$ cat config.mk
export PLATFORM = sky130hd
export DESIGN_NAME = ll_multi_queue
export DESIGN_NICKNAME = d
export VERILOG_FILES = /design/src/rtl/ll_pkg.sv /design/src/rtl/ll_node_ram.sv /design/src/rtl/ll_multi_queue.sv
export SDC_FILE = /design/constraint.sdc
export NUM_CORES = 1
export LEC_CHECK = 0
export ABC_AREA = 1
export CORE_ASPECT_RATIO = 2
export CORE_MARGIN = 2
export CORE_UTILIZATION = 61
export DETAILED_ROUTE_END_ITERATION = 6
export PLACE_DENSITY = 0.87
export RECOVER_POWER = 25
export SYNTH_ARGS = -nofsm -noshare
export SYNTH_HDL_FRONTEND = slang
export SYNTH_SLANG_ARGS = --single-unit
export TNS_END_PERCENT = 5
$ cat constraint.sdc
create_clock -name clk -period 3.5 [get_ports clk]
set_input_delay 0.35 -clock clk [delete_from_list [all_inputs] [get_ports clk]]
set_output_delay 0.35 -clock clk [all_outputs]
set_load 0.01 [all_outputs]
$ cat src/rtl/ll_pkg.sv
// Shared definitions for the linked-list multi-queue.
//   ptr_w(depth)  : node pointer width for a pool of 'depth' nodes
//   cnt_w(depth)  : width able to hold 0..depth (list counts, free count)
//   lw(num_lists) : list-select width, at least one bit
//   node_idx_t    : node index for the default 16-node pool
package ll_pkg;

  function automatic int ptr_w(input int depth);
    return (depth > 1) ? $clog2(depth) : 1;
  endfunction

  function automatic int cnt_w(input int depth);
    return ptr_w(depth) + 1;
  endfunction

  function automatic int lw(input int num_lists);
    return (num_lists > 1) ? $clog2(num_lists) : 1;
  endfunction

  localparam int DEFAULT_DEPTH = 16;
  typedef logic [ptr_w(DEFAULT_DEPTH)-1:0] node_idx_t;

endpackage

$ cat src/rtl/ll_node_ram.sv
// Payload storage for the node pool: DEPTH x DATA_W.
//   we/waddr/wdata : single write port
//   re/raddr       : read request; rd_data is registered and holds between reads
// The array itself is not reset; only the read register is.
module ll_node_ram
  import ll_pkg::*;
#(
  parameter int DATA_W = 8,
  parameter int DEPTH  = 16,
  localparam int PW    = ptr_w(DEPTH)
) (
  input  logic              clk,
  input  logic              rst_n,
  input  logic              we,
  input  logic [PW-1:0]     waddr,
  input  logic [DATA_W-1:0] wdata,
  input  logic              re,
  input  logic [PW-1:0]     raddr,
  output logic [DATA_W-1:0] rd_data
);

  logic [DATA_W-1:0] mem [DEPTH];

  always_ff @(posedge clk) begin
    if (we) mem[waddr] <= wdata;
  end

  always_ff @(posedge clk or negedge rst_n) begin
    if (!rst_n) rd_data <= '0;
    else if (re) rd_data <= mem[raddr];
  end

endmodule

$ cat src/rtl/ll_multi_queue.sv
// NUM_LISTS independent FIFO linked lists sharing one pool of DEPTH nodes.
// Ports:
//   push_valid/push_list/push_data, push_ready : append to a list
//   pop_valid/pop_list, pop_ready              : remove a list head
//   rd_valid/rd_data/rd_list                   : popped payload, one cycle later
//   empty[i], free_count, full                 : registered status
// Handshake: a transfer happens on a rising edge where valid && ready. ready
// depends only on registered state (never on the partner valid or on the
// other port), so it may be sampled before valid is raised.
module ll_multi_queue
  import ll_pkg::*;
#(
  parameter int DATA_W    = 8,
  parameter int DEPTH     = 16,
  parameter int NUM_LISTS = 4,
  localparam int PW       = ptr_w(DEPTH),
  localparam int CW       = cnt_w(DEPTH),
  localparam int LW       = lw(NUM_LISTS)
) (
  input  logic                 clk,
  input  logic                 rst_n,
  input  logic                 push_valid,
  input  logic [LW-1:0]        push_list,
  input  logic [DATA_W-1:0]    push_data,
  output logic                 push_ready,
  input  logic                 pop_valid,
  input  logic [LW-1:0]        pop_list,
  output logic                 pop_ready,
  output logic                 rd_valid,
  output logic [DATA_W-1:0]    rd_data,
  output logic [LW-1:0]        rd_list,
  output logic [NUM_LISTS-1:0] empty,
  output logic [CW-1:0]        free_count,
  output logic                 full
);

  typedef logic [PW-1:0] idx_t;
  localparam logic [CW-1:0] CNT_ONE = CW'(1);

  idx_t            head_q [NUM_LISTS];
  idx_t            tail_q [NUM_LISTS];
  logic [CW-1:0]   cnt_q  [NUM_LISTS];
  idx_t            next_q [DEPTH];
  idx_t            free_head_q;

  logic            push_in_range, pop_in_range;
  logic [LW-1:0]   pu, po;
  logic            push_acc, pop_acc, same_list;
  idx_t            n, h;

  assign push_in_range = 32'(push_list) < NUM_LISTS;
  assign pop_in_range  = 32'(pop_list)  < NUM_LISTS;
  // Clamp indices so an out-of-range select never reads past the arrays.
  assign pu = push_in_range ? push_list : '0;
  assign po = pop_in_range  ? pop_list  : '0;

  assign push_ready = (free_count != '0);
  assign pop_ready  = pop_in_range && (cnt_q[po] != '0);
  assign full       = (free_count == '0);

  assign push_acc  = push_valid && push_ready && push_in_range;
  assign pop_acc   = pop_valid && pop_ready;
  assign same_list = push_acc && pop_acc && (pu == po);
  assign n         = free_head_q;
  assign h         = head_q[po];

  always_comb begin
    empty = '0;
    for (int i = 0; i < NUM_LISTS; i++) empty[i] = (cnt_q[i] == '0);
  end

  always_ff @(posedge clk or negedge rst_n) begin
    if (!rst_n) begin
      for (int i = 0; i < NUM_LISTS; i++) begin
        head_q[i] <= '0;
        tail_q[i] <= '0;
        cnt_q[i]  <= '0;
      end
      for (int i = 0; i < DEPTH; i++) next_q[i] <= PW'(i + 1);
      free_head_q <= '0;
      free_count  <= CW'(DEPTH);
      rd_valid    <= 1'b0;
      rd_list     <= '0;
    end else begin
      rd_valid <= pop_acc;

      // Free list. With both ports active the popped node replaces the
      // allocated one at the top of the free stack, so free_count holds.
      if (push_acc && pop_acc) begin
        next_q[h]   <= next_q[n];
        free_head_q <= h;
      end else if (push_acc) begin
        free_head_q <= next_q[n];
        free_count  <= free_count - CNT_ONE;
      end else if (pop_acc) begin
        next_q[h]   <= free_head_q;
        free_head_q <= h;
        free_count  <= free_count + CNT_ONE;
      end

      if (pop_acc) begin
        head_q[po] <= next_q[h];
        rd_list    <= po;
        if (!same_list) cnt_q[po] <= cnt_q[po] - CNT_ONE;
      end

      if (push_acc) begin
        // A list that is empty, or whose only node leaves this cycle, gets
        // n as its sole node; next[h] is left to the free-list update.
        if (cnt_q[pu] == '0 || (same_list && cnt_q[pu] == CNT_ONE)) begin
          head_q[pu] <= n;
        end else begin
          next_q[tail_q[pu]] <= n;
        end
        tail_q[pu] <= n;
        if (!same_list) cnt_q[pu] <= cnt_q[pu] + CNT_ONE;
      end
    end
  end

  ll_node_ram #(
    .DATA_W (DATA_W),
    .DEPTH  (DEPTH)
  ) u_ram (
    .clk     (clk),
    .rst_n   (rst_n),
    .we      (push_acc),
    .waddr   (n),
    .wdata   (push_data),
    .re      (pop_acc),
    .raddr   (h),
    .rd_data (rd_data)
  );

endmodule

==> results of run 1 <==
-- metrics by stage --
stage                      util  power, mW  hold WS (ns)  instances
after detailed placement  0.666       11.3         0.358       2468
after floorplan               -       8.64        0.0544       2074
after global placement    0.666       11.1         0.356       2468
after global routing      0.698       15.0         0.514       2514
final                     0.698       14.4         0.489       2514
after CTS                 0.696       13.8         0.357       2513
-- per-layer routing --
layer	global-route usage	part of all wire
met5	0	0
met4	0.409	0.13
met3	0.148	0.11
met2	0.719	0.48
met1	0.410	0.28
-- kinds of logic after synthesis --
| family | Yosys count | share of synthesized area |
|---|---|---|
| simple gates | 1360 | 0.374 |
| flops | 264 | 0.472 |
| compound gates | 253 | 0.0894 |
| buf+inv | 180 | 0.0523 |
| fa+ha+maj | 10 | 0.00858 |
| xor+xnor | 7 | 0.00397 |
-- report_power, final --
part | total, mW | leakage (nW) | switching [mW] | internal (mW)
sequential | 5.11 | 2.81 | 0.960 | 4.15
combinational | 6.73 | 4.73 | 4.66 | 2.07
clock | 2.57 | 0.344 | 1.25 | 1.33
-- state kept, by name, summed over array words and instances, names as in the netlist --
| signal | cells |
|---|---|
| free_count | 5 |
| next_q | 64 |
| rd_list | 2 |
| tail_q | 16 |
| u_ram.mem | 128 |
| head_q | 16 |
| free_head_q | 4 |
| u_ram.rd_data | 8 |
| rd_valid | 1 |
| cnt_q | 20 |
-- final cells by class --
class | count | share of cell area
clock buffer | 27 | 0.0362
sequential | 264 | 0.417
inverter | 104 | 0.0242
clock inverter | 17 | 0.00659
multi-input combinational | 1630 | 0.423
timing repair buffer | 136 | 0.0685
tap | 336 | 0.0241
-- cell usage after synthesis, types with 2 or more instances --
| library cell | count | area [µm²] |
|---|---|---|
| inv_6 | 2 | 17.5 |
| nor2_8 | 13 | 260 |
| nor3_1 | 11 | 55.1 |
| nand3_1 | 83 | 415 |
| inv_1 | 80 | 300 |
| nand2_1 | 947 | 3550 |
| o21ai_1 | 10 | 50.1 |
| ha_1 | 9 | 113 |
| xor2_1 | 3 | 26.3 |
| a21oi_1 | 61 | 305 |
| inv_2 | 10 | 37.5 |
| o21ai_0 | 135 | 676 |
| buf_2 | 36 | 180 |
| clkbuf_1 | 21 | 78.8 |
| nand2_8 | 3 | 60.1 |
| dfrtp_1 | 103 | 2580 |
| clkinv_2 | 5 | 25.0 |
| nor2_1 | 225 | 845 |
| buf_4 | 7 | 52.6 |
| buf_6 | 4 | 45.0 |
| edfxtp_1 | 128 | 3840 |
| buf_1 | 8 | 30.0 |
| nor3_2 | 2 | 20.0 |
| nand2_4 | 6 | 67.6 |
| a22oi_1 | 35 | 263 |
| o22ai_1 | 6 | 37.5 |
| a22o_1 | 2 | 17.5 |
| o221ai_1 | 2 | 17.5 |
| inv_4 | 6 | 37.5 |
| nand2_2 | 23 | 144 |
| o211ai_1 | 2 | 15.0 |
| nor2_4 | 13 | 146 |
| nor2_2 | 17 | 106 |
| nand4_1 | 14 | 87.6 |
| dfstp_2 | 33 | 867 |
| xnor2_1 | 4 | 35.0 |
-- worst min-delay path: stages, from the launching register on --
cell and delay, ns:
dfrtp_1 0.35, nand2_1 0.05, o21ai_0 0.06
-- timing repair --
item                       4_1_cts  5_1_grt
gates resized for setup          0        5
hold endpoints to repair        46        0
setup endpoints to repair        0       68
hold buffers                     1        0
-- worst paths after layout --
check,start,end,slack [ns]
worst max-delay path,free_head_q[0]$_DFFE_PN0P_,next_q[15]$_DFF_PN1_,0.10
worst min-delay path,tail_q[3]$_DFFE_PN0P_,tail_q[3]$_DFFE_PN0P_,0.49
worst max register to register,free_head_q[0]$_DFFE_PN0P_,next_q[15]$_DFF_PN1_,0.10
worst min register to register,tail_q[3]$_DFFE_PN0P_,tail_q[3]$_DFFE_PN0P_,0.49
max in group asynchronous,rst_n,next_q[52]$_DFF_PN1_,0.59
min in group asynchronous,rst_n,cnt_q[19]$_DFF_PN0_,1.33
==> out/results.txt, run 1 <==
dpl ws - 0.000235 ns
Layout area overhead - 13.0%
I/O Buffers - 38
hold path cells - 2
setup repair bufs after CTS - 0
post-route ant nets - 0
Core ar. - 25000 µm²
DP Area - 16700 µm²
Startpoint Class - register
status - finished, violations left
routed vias - 15.2k
Post-Synthesis Cells - 2074
commonest cells after routing, fill and taps aside - 947 x nand2_1, 225 x nor2_1, 135 x o21ai_0, 128 x edfxtp_1, 103 x dfrtp_1
period utilization - 0.971
Max VDD drop - 0.608 mV
Worst-path clk slew - 0.07 ns
Final setup violation count - 0
WL per Instance - 22.6 µm
# DRC - 0
final setup TNS - 0 ns
slowest CP cell - dfrtp_1
Layout Skew - 0.0132 ns
leak pwr - 7.88 nW
Die W - 117 µm
CTS tree - done
post-synthesis sequential area ratio - 0.472
number of antenna violations at the first check in global routing - 0
Max Clock Freq - 294 MHz
layout cells sized above 1 - 0.124
area of the multi-input gates - 7390 µm²
DIE HEIGHT - 229 µm
critical path's most frequent cell - nand2_1
Max clock buf depth - 3
CP peak stage delay - 0.84 ns
ys async rst share - 0.515
CTS Sinks - 264
Worst Hold Class - register to register
Post-synth top flop - edfxtp_1
most common cell after layout, fill and taps aside - nand2_1
Worst slew margin - -0.790
Final WS setup - 0.101 ns
Post-Route WL - 56.8 mm
Req. time, crit path - 3.98 ns
Reg area - 7290 µm²
vias in the first global route - 14.8k
DP Wirelength - 38.8 mm
first-pass GRT wire length - 85.1 mm
YS warnings - 0
buffers and inverters on the worst path - 0
failing checks - capacitance limit, slew limit
Max Cap Violations - 1
Num CTS Buffers - 24
routability-driven placement congestion ratio - 1.13
# rows - 82
initial core utilization - 0.617
Worst EP arrival - 3.88 ns
H-tree Lvls - 1
final instance area - 17500 µm²
Critical Path Sink Type - register
Crit Path Category - register to register
Hold Fails Final Rpt - 0
synthesized flop and latch total - 264
syn_nets - 2100
maximum number of pins on one net before global-route repair - 79
fillers - 2066
die area - 26700 µm²
CP max FO - 17
CP Depth - 11
PwrDens - 825 nW/µm²
syn avg cell area - 7.45 µm²
Post-Syn Area - 15500 µm²
Tmin final - 3.40 ns
drt via density - 6.06
family with the most delay on the worst path - simple AND/OR/NAND/NOR gates
clk root buf - clkbuf_16
CP Cell Sequence - nor2_2 > a22oi_1 > nand2_1 > nand2_1 > nand2_1 > nor2_4 > nand2_1 > nand2_1 > o21ai_0 > nand2_1 > nand2_1
GRT Util Overall - 0.437
drt initial violations - 1791
r2r worst-path depth - 11
Distinct cells, synth - 41
total gr overflow - 0
Tightest Pin Transition - 2.68 ns
ant diodes - 0
Final Max Tran Viols - 55
Pre-antenna DRT Iters - 7
Post-synth EDFFs - 128
Clock Latency Late Sink - 0.55 ns
RSZ-0062 raised after global routing - false
Final #Nets - 2186
I/O pin total - 39
(Power assumes the default switching activity.)
==> inputs of run 2 (changes only) <==
- CORE_UTILIZATION: 61 -> 60
- PLACE_DENSITY: 0.87 -> 0.86
==> out/results.txt, run 2 (same netlist as run 1, synthesis figures left out) <==
Max VDD drop - 0.548 mV
Core Util, Final - 0.685
PwrDens - 819 nW/µm²
Req. time, crit path - 3.93 ns
Tightest Pin Transition - 2.25 ns
Post-Route WL - 52.7 mm
Biggest register - u_ram.mem
post-route ant nets - 0
most common cell after layout, fill and taps aside - nand2_1
failing checks - capacitance limit, slew limit
fillers - 2120
drt initial violations - 1640
RSZ-0062 raised after global routing - false
# rows - 83
leak pwr - 7.93 nW
Pre-antenna DRT Iters - 6
Layout Skew - 0.0153 ns
vias in the first global route - 14.7k
Clock Latency Late Sink - 0.54 ns
Layout area overhead - 13.3%
clock group share of total power - 0.187
Comb power frac - 0.462
drt via density - 5.93
Final Max Tran Viols - 87
I/O pin total - 39
Num CTS Buffers - 23
dpl ws - -0.0827 ns
Worst Hold Class - register to register
CP Cell Sequence - buf_4 > nor2_2 > buf_4 > a22oi_1 > nand2_1 > nand2_1 > nand2_1 > nor2_2 > buf_12 > nand2_1 > nand2_1 > o21ai_0 > nand2_1 > nand2_1
initial core utilization - 0.605
first-pass GRT wire length - 80.4 mm
CP max FO - 17
Critical Path Sink Type - register
Worst-path clk slew - 0.07 ns
Final WS setup - 0.0129 ns
H-tree Lvls - 1
Final #Nets - 2190
CTS tree - done
buffers and inverters on the worst path - 3
status - finished, violations left
GRT Util Overall - 0.392
Max Clock Freq - 287 MHz
total gr overflow - 0
setup repair bufs after CTS - 0
Max Cap Violations - 2
Worst EP arrival - 3.92 ns
Crit Path Category - register to register
routed vias - 15.0k
register share of total power - 0.350
DP Wirelength - 37.1 mm
internal power - 7.82 mW
Tmin final - 3.49 ns
family with the most delay on the worst path - simple AND/OR/NAND/NOR gates
Final setup violation count - 0
critical path's most frequent cell - nand2_1
Max clock buf depth - 3
routability-driven placement congestion ratio - 1.05
I/O Buffers - 38
Largest register FFs - 128
WL per Instance - 20.9 µm
slowest CP cell - dfrtp_1
Reg area - 7290 µm²
clk root buf - clkbuf_16
period utilization - 0.996
Total Power - 14.3 mW
Worst slew margin - -0.500
CP peak stage delay - 0.72 ns
area of the multi-input gates - 7360 µm²
CTS Sinks - 264
sw frac - 0.454
Hold Fails Final Rpt - 0
Die W - 117 µm
DIE HEIGHT - 231 µm
Regs by FF count - u_ram.mem: 128 flops, next_q: 64 flops, cnt_q: 20 flops
Core ar. - 25500 µm²
Sw Pwr - 6.51 mW
ant diodes - 0
die area - 27100 µm²
# DRC - 0
maximum number of pins on one net before global-route repair - 86
layout cells sized above 1 - 0.125
number of antenna violations at the first check in global routing - 1
commonest cells after routing, fill and taps aside - 947 x nand2_1, 225 x nor2_1, 135 x o21ai_0, 128 x edfxtp_1, 103 x dfrtp_1
Startpoint Class - register
run 2: cell count changes in the layout (fill, tap and decap cells not counted), sizes merged:
| cell | delta |
|---|---|
| clkbuf | +1 |
| clkinvlp | -6 |
| buf | +5 |
| dlygate4sd3 | +2 |
| dlygate4sd2 | -1 |
| clkdlybuf4s50 | -2 |
| clkinv | +2 |
| inv | -3 |
| bufinv | +4 |
run 2: through the flow:
step | std cells | hold slack [ns] | TNS, ns | instance area [µm²]
floorplan | 2074 | 0.0544 | 0 | 15500
global placement | 2478 | 0.468 | -0.342 | 16700
detailed placement | 2478 | 0.474 | -0.300 | 16700
CTS | 2520 | 0.485 | 0 | 17500
global route | 2520 | 0.509 | 0 | 17500
finish | 2520 | 0.487 | 0 | 17500
run 2: layout make-up:
| class | instances | area share |
|---|---|---|
| multi-input combinational | 1630 | 0.421 |
| inverter | 104 | 0.0242 |
| timing repair buffer | 141 | 0.0708 |
| clock buffer | 27 | 0.0337 |
| clock inverter | 14 | 0.0102 |
| sequential | 264 | 0.416 |
| tap | 340 | 0.0243 |
run 2: power by group through the flow:
stage / clock network, mW / logic, mW / registers [mW]
after floorplan: 0 / 3.99 / 4.66
after global placement: 0 / 6.16 / 4.98
after detailed placement: 0 / 6.31 / 5.00
after CTS: 2.71 / 6.36 / 4.96
after global routing: 2.82 / 7.14 / 5.05
final: 2.68 / 6.63 / 5.02
run 2: per-layer routing:
layer  GRT usage  up-vias  wire, µm
li1            -     6850         -
met4       0.394        2      6540
met3      0.0842      381      4340
met5           0        -        14
met1       0.357     6818     15200
met2       0.696      904     26600
run 2: worst reg2reg max path, stage by stage, from the launching register on:
cell	delay (ns)
dfrtp_1	0.72
buf_4	0.31
nor2_2	0.06
buf_4	0.20
a22oi_1	0.62
nand2_1	0.15
nand2_1	0.09
nand2_1	0.07
nor2_2	0.64
buf_12	0.21
nand2_1	0.05
nand2_1	0.06
o21ai_0	0.08
nand2_1	0.06
nand2_1	0.07
run 2: worst paths after layout:
path,to,cells after the start,startpoint,slack [ns]
worst min-delay path,tail_q[4]$_DFFE_PN0P_,2,tail_q[4]$_DFFE_PN0P_,0.49
worst max register to register,next_q[34]$_DFF_PN0_,14,free_head_q[1]$_DFFE_PN0P_,0.01
worst max-delay path,next_q[34]$_DFF_PN0_,14,free_head_q[1]$_DFFE_PN0P_,0.01
min in group asynchronous,free_count[1]$_DFFE_PN0P_,2,rst_n,1.01
worst min register to register,tail_q[4]$_DFFE_PN0P_,2,tail_q[4]$_DFFE_PN0P_,0.49
max in group asynchronous,next_q[50]$_DFF_PN1_,3,rst_n,1.10
run 2: repair_timing:
action | 4_1_cts | 5_1_grt
hold buffers | 1 | 0
resized for setup | 0 | 1
hold endpoints to repair | 68 | 0
endpoints found under the setup margin | 0 | 1
